### config.mk
export PLATFORM = sky130hd
export DESIGN_NAME = cycle_uart_out
export DESIGN_NICKNAME = d
export VERILOG_FILES = /design/src/rtl/cycle_uart_out.sv
export SDC_FILE = /design/constraint.sdc
export NUM_CORES = 2
export LEC_CHECK = 0
export CAP_MARGIN = 20
export CORE_ASPECT_RATIO = 1.2
export CORE_MARGIN = 2
export CORE_UTILIZATION = 45
export DETAILED_ROUTE_END_ITERATION = 10
export GPL_TIMING_DRIVEN = 1
export MAX_ROUTING_LAYER = met4
export PLACE_DENSITY = 0.61
export SYNTH_ARGS = -nofsm -noshare
export SYNTH_HDL_FRONTEND = slang
export SYNTH_SLANG_ARGS = --single-unit
### constraint.sdc
create_clock -name clock -period 6.48 [get_ports clock]
set_input_delay 0.972 -clock clock [delete_from_list [all_inputs] [get_ports clock]]
set_output_delay 0.972 -clock clock [all_outputs]
set_load 0.02 [all_outputs]
### src/rtl/cycle_uart_out.sv
// UART transmit path: word FIFO feeding an 8N1 serializer that sends each
// word as BYTES frames, least-significant byte first.
module cycle_uart_out #(
    parameter int WORD_SIZE = 32,
    parameter int WORD_PART = 8,
    parameter int MEM_SIZE  = 64,
    parameter int CLQ_FREQ  = 200_000_000,
    parameter int BAUD_RATE = 115200
) (
    input  logic                 clock,
    input  logic                 rstn,
    input  logic                 write_req,
    input  logic [WORD_SIZE-1:0] data_in,
    output logic                 tx,
    output logic                 full,
    output logic                 empty,
    output logic                 busy,
    output logic                 word_done
);
    localparam int BIT_TICKS = CLQ_FREQ / BAUD_RATE;
    localparam int BYTES     = WORD_SIZE / WORD_PART;
    localparam int AW        = $clog2(MEM_SIZE);
    localparam int TW        = $clog2(BIT_TICKS + 1);
    localparam int BW        = $clog2(WORD_PART + 1);
    localparam int YW        = $clog2(BYTES + 1);

    typedef enum logic [1:0] {IDLE, START, DATA, STOP} state_t;

    state_t               state;
    logic [WORD_SIZE-1:0] mem [MEM_SIZE];
    logic [AW-1:0]        wr_ptr, rd_ptr;
    logic [AW:0]          count, count_nxt;
    logic [WORD_SIZE-1:0] shreg;
    logic [TW-1:0]        tick;
    logic [BW-1:0]        bit_idx;
    logic [YW-1:0]        byte_idx;
    logic                 push, pop, tick_end;

    assign push     = write_req && !full;
    assign pop      = (state == IDLE) && !empty;
    assign tick_end = (tick == TW'(BIT_TICKS - 1));

    always_comb begin
        count_nxt = count;
        if (push && !pop)
            count_nxt = count + 1'b1;
        else if (!push && pop)
            count_nxt = count - 1'b1;
    end

    always_ff @(posedge clock) begin
        if (push)
            mem[wr_ptr] <= data_in;
    end

    // Pointers wrap naturally since MEM_SIZE is a power of two.
    always_ff @(posedge clock or negedge rstn) begin
        if (!rstn) begin
            wr_ptr <= '0;
            rd_ptr <= '0;
            count  <= '0;
            full   <= 1'b0;
            empty  <= 1'b1;
        end else begin
            if (push) wr_ptr <= wr_ptr + 1'b1;
            if (pop)  rd_ptr <= rd_ptr + 1'b1;
            count <= count_nxt;
            full  <= (count_nxt == (AW+1)'(MEM_SIZE));
            empty <= (count_nxt == '0);
        end
    end

    // tx is registered: the value for the next bit is loaded on the edge that
    // ends the current bit, so every bit lasts exactly BIT_TICKS clocks.
    always_ff @(posedge clock or negedge rstn) begin
        if (!rstn) begin
            state     <= IDLE;
            tx        <= 1'b1;
            busy      <= 1'b0;
            word_done <= 1'b0;
            shreg     <= '0;
            tick      <= '0;
            bit_idx   <= '0;
            byte_idx  <= '0;
        end else begin
            word_done <= 1'b0;
            case (state)
                IDLE: begin
                    tx   <= 1'b1;
                    busy <= 1'b0;
                    if (!empty) begin
                        shreg    <= mem[rd_ptr];
                        byte_idx <= '0;
                        bit_idx  <= '0;
                        tick     <= '0;
                        tx       <= 1'b0;
                        busy     <= 1'b1;
                        state    <= START;
                    end
                end
                START: begin
                    if (tick_end) begin
                        tick    <= '0;
                        bit_idx <= '0;
                        tx      <= shreg[0];
                        state   <= DATA;
                    end else begin
                        tick <= tick + 1'b1;
                    end
                end
                DATA: begin
                    if (tick_end) begin
                        tick  <= '0;
                        shreg <= shreg >> 1;
                        if (bit_idx == BW'(WORD_PART - 1)) begin
                            tx    <= 1'b1;
                            state <= STOP;
                        end else begin
                            bit_idx <= bit_idx + 1'b1;
                            tx      <= shreg[1];
                        end
                    end else begin
                        tick <= tick + 1'b1;
                    end
                end
                STOP: begin
                    if (tick_end) begin
                        tick <= '0;
                        if (byte_idx != YW'(BYTES - 1)) begin
                            byte_idx <= byte_idx + 1'b1;
                            tx       <= 1'b0;
                            state    <= START;
                        end else begin
                            tx        <= 1'b1;
                            busy      <= 1'b0;
                            word_done <= 1'b1;
                            state     <= IDLE;
                        end
                    end else begin
                        tick <= tick + 1'b1;
                    end
                end
                default: state <= IDLE;
            endcase
        end
    end
endmodule

==> After elaboration in Yosys (flattened, before gate mapping) <==
Memory sizes are Yosys's and may differ from the RTL's.
Cells that the tools add are included.
{ "op_classes": {"addsub": 7, "n_eq_ne": 15, "n_mux": 39, "reduce_logical": 20} }
{ "ops": {"columns": ["op", "count"], "rows": [
  ["$mux 32", 2],
  ["$pmux 32 s2", 1],
  ["$mux 11", 2],
  ["$pmux 11 s2", 1],
  ["$mux 4", 4],
  ["$ne 2x2->1 const B", 8],
  ["$mux 1", 14],
  ["$mux 7", 2],
  ["$add 6x1->6 const B", 2],
  ["$pmux 4 s3", 1],
  ["$add 11x1->11 const B", 1],
  ["$eq 11x11->1 const B", 1],
  ["$mux 2", 5],
  ["$reduce_and 5->1", 2],
  ["$mux 3", 3],
  ["$reduce_and 3->1", 3],
  ["$pmux 2 s4", 1],
  ["$add 7x1->7 const B", 1],
  ["$eq 7x7->1 const B", 1],
  ["$logic_not 7->1", 1],
  ["$sub 7x1->7 const B", 1],
  ["$pmux 3 s2", 1],
  ["$add 4x1->4 const B", 1],
  ["$eq 2x2->1 const B", 2],
  ["13 further kinds", 20]
]} }
{ "totals": {"register_bits": 76, "ramBits": 2048, "in_bits": 35, "output_inout_bits": 5, "word_cells": 95, "memories": 1} }
{ "mem_list": {"columns": ["name", "words", "width", "read_ports", "rd_ports_with_merged_regs", "write_ports", "line", "source"], "rows": [
  ["mem", 64, 32, 1, 0, 1, "30", "logic [WORD_SIZE-1:0] mem [MEM_SIZE];"]
]} }

==> Longest topological paths before layout <==
{ "logic_depth": {"ltp_word": 7, "ltp_mapped": 10, "ltp_nobuf": 7} }

==> Worst setup path before layout <==
No wires, ideal clock.
{ "synth_path": {"kind": "in2reg", "start": "in write_req", "end": "mem mem[40][0] (enable)", "setup_ps": 503, "arrival_ps": 4813, "required_ps": 5977, "path_slack_ps": 1164, "cell_stages": 4, "n_path_buf": 1, "cell_sequence": "nor2b_1 > clkbuf_1 > nand4b_1 > nor4_1"} }
{ "synth_via": {"elab_chain_len": 3} }
{ "synth_lines": {"columns": ["item", "line", "source"], "rows": [
  ["start, declared", "12", "input logic write_req,"],
  ["$logic_and 1x1->1", "39", "assign push = write_req && !full;"],
  ["$mux 1", "52", "if (push)"],
  ["$mux 1 (implied by the code)", "53", "mem[wr_ptr] <= data_in;"],
  ["end, declared", "30", null]
]} }
Every way passes these cells.

==> Final worst setup path <==
{ "layout_path": {"start": "reg rd_ptr[0]", "end": "reg shreg[8]"} }
{ "layout_via": {"elab_chain_len": 3} }
{ "layout_lines": {"columns": ["item", "line", "source"], "rows": [
  ["start, declared", "31", "logic [AW-1:0] wr_ptr, rd_ptr;"],
  ["start signal, assigned", "66", "if (pop) rd_ptr <= rd_ptr + 1'b1;"],
  ["$mem_v2 64x32", null, null],
  ["$mux 32", "91", "if (!empty) begin"],
  ["$pmux 32 s2", "87", "case (state)"],
  ["end signal, assigned", "92", "shreg <= mem[rd_ptr];"],
  ["end signal, assigned", "114", "shreg <= shreg >> 1;"],
  ["end, declared", "33", "logic [WORD_SIZE-1:0] shreg;"]
]} }
Every way passes these cells. The select of a mux whose other input is x is not followed.
A chain may end at the register's enable or synchronous reset.

==> results.md <==
### Critical path
* CP Launch Point: rd_ptr[0]
* nature of the critical path endpoint: register
* data required time at the worst endpoint: 7.14 ns
* depth of the most critical reg-to-reg path: 6
* crit-path max FO: 79
* Worst Path Arrival: 4.54 ns
* slack of the worst reg-to-reg path: 2.61 ns
* critical path launch point type: register
* launch instance of the worst register-to-register path: rd_ptr[0]
* WS Path Type: register to register
* worst reg2reg path endpoint: shreg[8]

### Clock network
* setup bufs post-CTS: 0
* library cell used as clock root buffer: clkbuf_16
* H-tree depth reported by CTS: 4
* clock tree from TritonCTS: done
* buffers from clock root to sink, at most: 3
* total clock sinks: 2124
* hold-fix buffers at CTS: 0
* clock transition at the registers of the reported paths: 0.07 ns
* worst-skew pair later-pin latency: 0.86 ns
* number of gates given a new drive strength after cts: 0
* total clock buffers created by CTS: 203

### Power
* Lkg Pwr: 30.1 nW
* highest ir drop seen on vdd: 0.261 mV
* Cell Pwr Density: 309 mW/mm^2

### Layout
* Layout fillers: 14148
* final core area utilization: 0.513
* ratio of cells with drive above 1 in the final layout: 0.249
* Net count, final: 4048
* post-layout instance count excluding filler cells: 6595
* Sequential cell area: 0.0634 sq mm
* area of the multi-input gates: 0.0181 sq mm
* layout overhead on the synthesized area: 12.9%

### Timing
* final cycle utilization of the critical path: 0.598
* number of max-slew violations in the final report: 0
* maximum clock frequency: 0.258 GHz
* number of hold-slack violations in the final timing report: 0
* clock skew after layout: 0.0424 ns
* hold_ws: 0.0672 ns
* final count of negative-setup-slack endpoints: 0
* actual slew at the worst max-slew pin: 1.11 ns
* post-layout min period: 3.87 ns
* final setup TNS: 0 ns
* Max transition margin: 0.249
* unrepaired setup endpoints after global routing: no

### Route
* Via Count: 39908
* wire length per cell: 31.4 um
* drt first-iter violations: 4633
* drt total wl: 207000 um
* final antenna-violating net count: 0
* drt pass-1 iters: 5
* number of vias per cell: 6.05
* DRC violations left: 0

### Floorplanning
* horizontal extent of the die: 394 um
* die area: 0.186 sq mm
* Core ar.: 0.181 sq mm
* Initial Util: 0.454
* number of standard-cell rows in the floorplan: 171
* die height: 472 um
* I/O pin count: 40

### Logic synthesis
* count of flip-flops with a built-in enable after synthesis: 2048
* asr flop ratio synth: 0.0358
* Synth Warn #: 0
* Post-Syn Area: 0.0823 sq mm
* flip-flop and latch count after synthesis: 2124
* number of library cell types mapped by synthesis: 61
* most used flip-flop cell after synthesis: edfxtp_1
* average cell area after synthesis: 21.5 sq um
* share of the yosys chip area belonging to registers: 0.771
* Post-Synthesis Cells: 3832
* Syn Nets: 3880

### Global route
* wire length of the first global-routing pass: 298000 um
* number of antenna violations at the first check in global routing: 5
* GRT Residual Overflow: 0
* GRT Total Usage: 0.230
* pin count of the biggest net entering global routing: 112
* via count of the first global-routing pass: 39984

### Place
* Routability Congestion: 0.873
* IO buf count: 39
* Placed Cells incl. Taps: 6212
* post-DP HPWL: 123000 um

### Run status
* result of the run: completed

### Job
* max-cap check violation count: 0

### Min path
* kind of path behind the tightest hold check: input port to async pin

-- power by group --
part           total (W)  switching, W  internal (W)
Combinational    0.00128      0.000961      0.000323
Sequential        0.0158      0.000182        0.0156
Clock             0.0116       0.00509       0.00654
-- cells by family (layout without fill, tap and decap cells) --
kind of cell    count (synthesis)  in the layout  synth area share
compound gates                395            395            0.0354
xor+xnor                       13             13           0.00138
fa+ha+maj                      13             13           0.00198
buf+inv                       243            582            0.0155
flops                        2124           2124             0.771
mux                           702            702             0.155
other cells                     0              2                 0
simple gates                  342            342            0.0199
-- worst max-delay path by stage --
| stage | endpoint |
|---|---|
| after global routing | shreg[8] |
| after global placement | mem[1][15] |
| after detailed placement | mem[43][15] |
| after floorplan | mem[40][0] |
| after CTS | shreg[8] |
| final | shreg[8] |
-- registers in the layout (all words and copies together) (netlist names), 2 cells and up --
name	cells
byte_idx	3
rd_ptr	6
count	7
mem	2048
tick	11
state	2
shreg	32
bit_idx	4
wr_ptr	6
-- stage by stage --
step	setup slack, ns	area, sq um	total power, W
floorplan	1.16	82300	0.0166
global placement	2.24	86000	0.0173
detailed placement	2.28	86200	0.0174
CTS	2.73	92800	0.0289
global route	2.55	92900	0.0295
finish	2.61	92900	0.0287
-- critical path, cell delays in order (launching register included) --
cell and delay, ns:
dfrtp_4 0.91, buf_12 0.52, mux4_2 0.59, mux2i_1 0.37, nor2_1 0.08, o41ai_1 0.80
o211ai_1 0.18
-- cells in the mapped netlist (9+ instances only) --
| cell type | instances | area, sq um |
|---|---|---|
| edfxtp_1 | 2048 | 61500 |
| mux2i_1 | 228 | 2280 |
| o22ai_1 | 48 | 300 |
| mux4_2 | 456 | 10300 |
| clkbuf_1 | 94 | 353 |
| a211oi_1 | 10 | 75.1 |
| nor2b_1 | 9 | 56.3 |
| o211ai_1 | 28 | 210 |
| o41ai_1 | 9 | 78.8 |
| nor2_1 | 133 | 499 |
| nand4_1 | 16 | 100 |
| mux2_2 | 18 | 203 |
| a221oi_1 | 13 | 114 |
| buf_4 | 37 | 278 |
| nand3_1 | 45 | 225 |
| buf_2 | 62 | 310 |
| dfrtp_1 | 74 | 1850 |
| and2_1 | 14 | 87.6 |
| buf_1 | 18 | 67.6 |
| a22oi_1 | 55 | 413 |
| a211o_1 | 40 | 350 |
| inv_1 | 11 | 41.3 |
| o221ai_1 | 44 | 385 |
| a22o_1 | 29 | 254 |
| o21ai_0 | 35 | 175 |
| ha_1 | 13 | 163 |
| and3_1 | 10 | 62.6 |
| buf_6 | 19 | 214 |
| xnor2_1 | 11 | 96.3 |
| a21oi_1 | 40 | 200 |
| nand2_1 | 65 | 244 |
-- layout make-up --
class,instances,area share
Sequential cell,2124,0.683
Multi-Input combinational cell,1465,0.195
Clock buffer,273,0.0592
Tap cell,2422,0.0326
Timing Repair Buffer,193,0.0184
Clock inverter,103,0.0114
Inverter,13,0.000525
Antenna cell,2,0.0000539
-- routing by layer --
layer  vias up  global-route usage  part of all wire
li1      16504                   -                 -
met1     21428               0.309              0.40
met2      1670               0.368              0.50
met3       306              0.0370             0.075
met4         0              0.0652             0.027
met5         -                   -                 0
-- cells in the final DEF (no fill, tap or decap), drive strengths merged, types with 8 or more instances in the layout --
cell type and count:
a21oi 40, and3 10, a22oi 55, buf 186, mux4 456, or2 8
nand2 65, clkinv 79, a211o 40, o21ai 37, o41ai 9, inv 16
nand4 16, nand3 45, clkbuf 274, xnor2 11, a221oi 13, nor2b 9
mux2 18, o211ai 28, nor2 133, a211oi 10, o221ai 44, o22ai 48
a22o 29, edfxtp 2048, bufinv 14, mux2i 228, dfrtp 74, ha 13
and2 15
(Power assumes the default switching activity.)
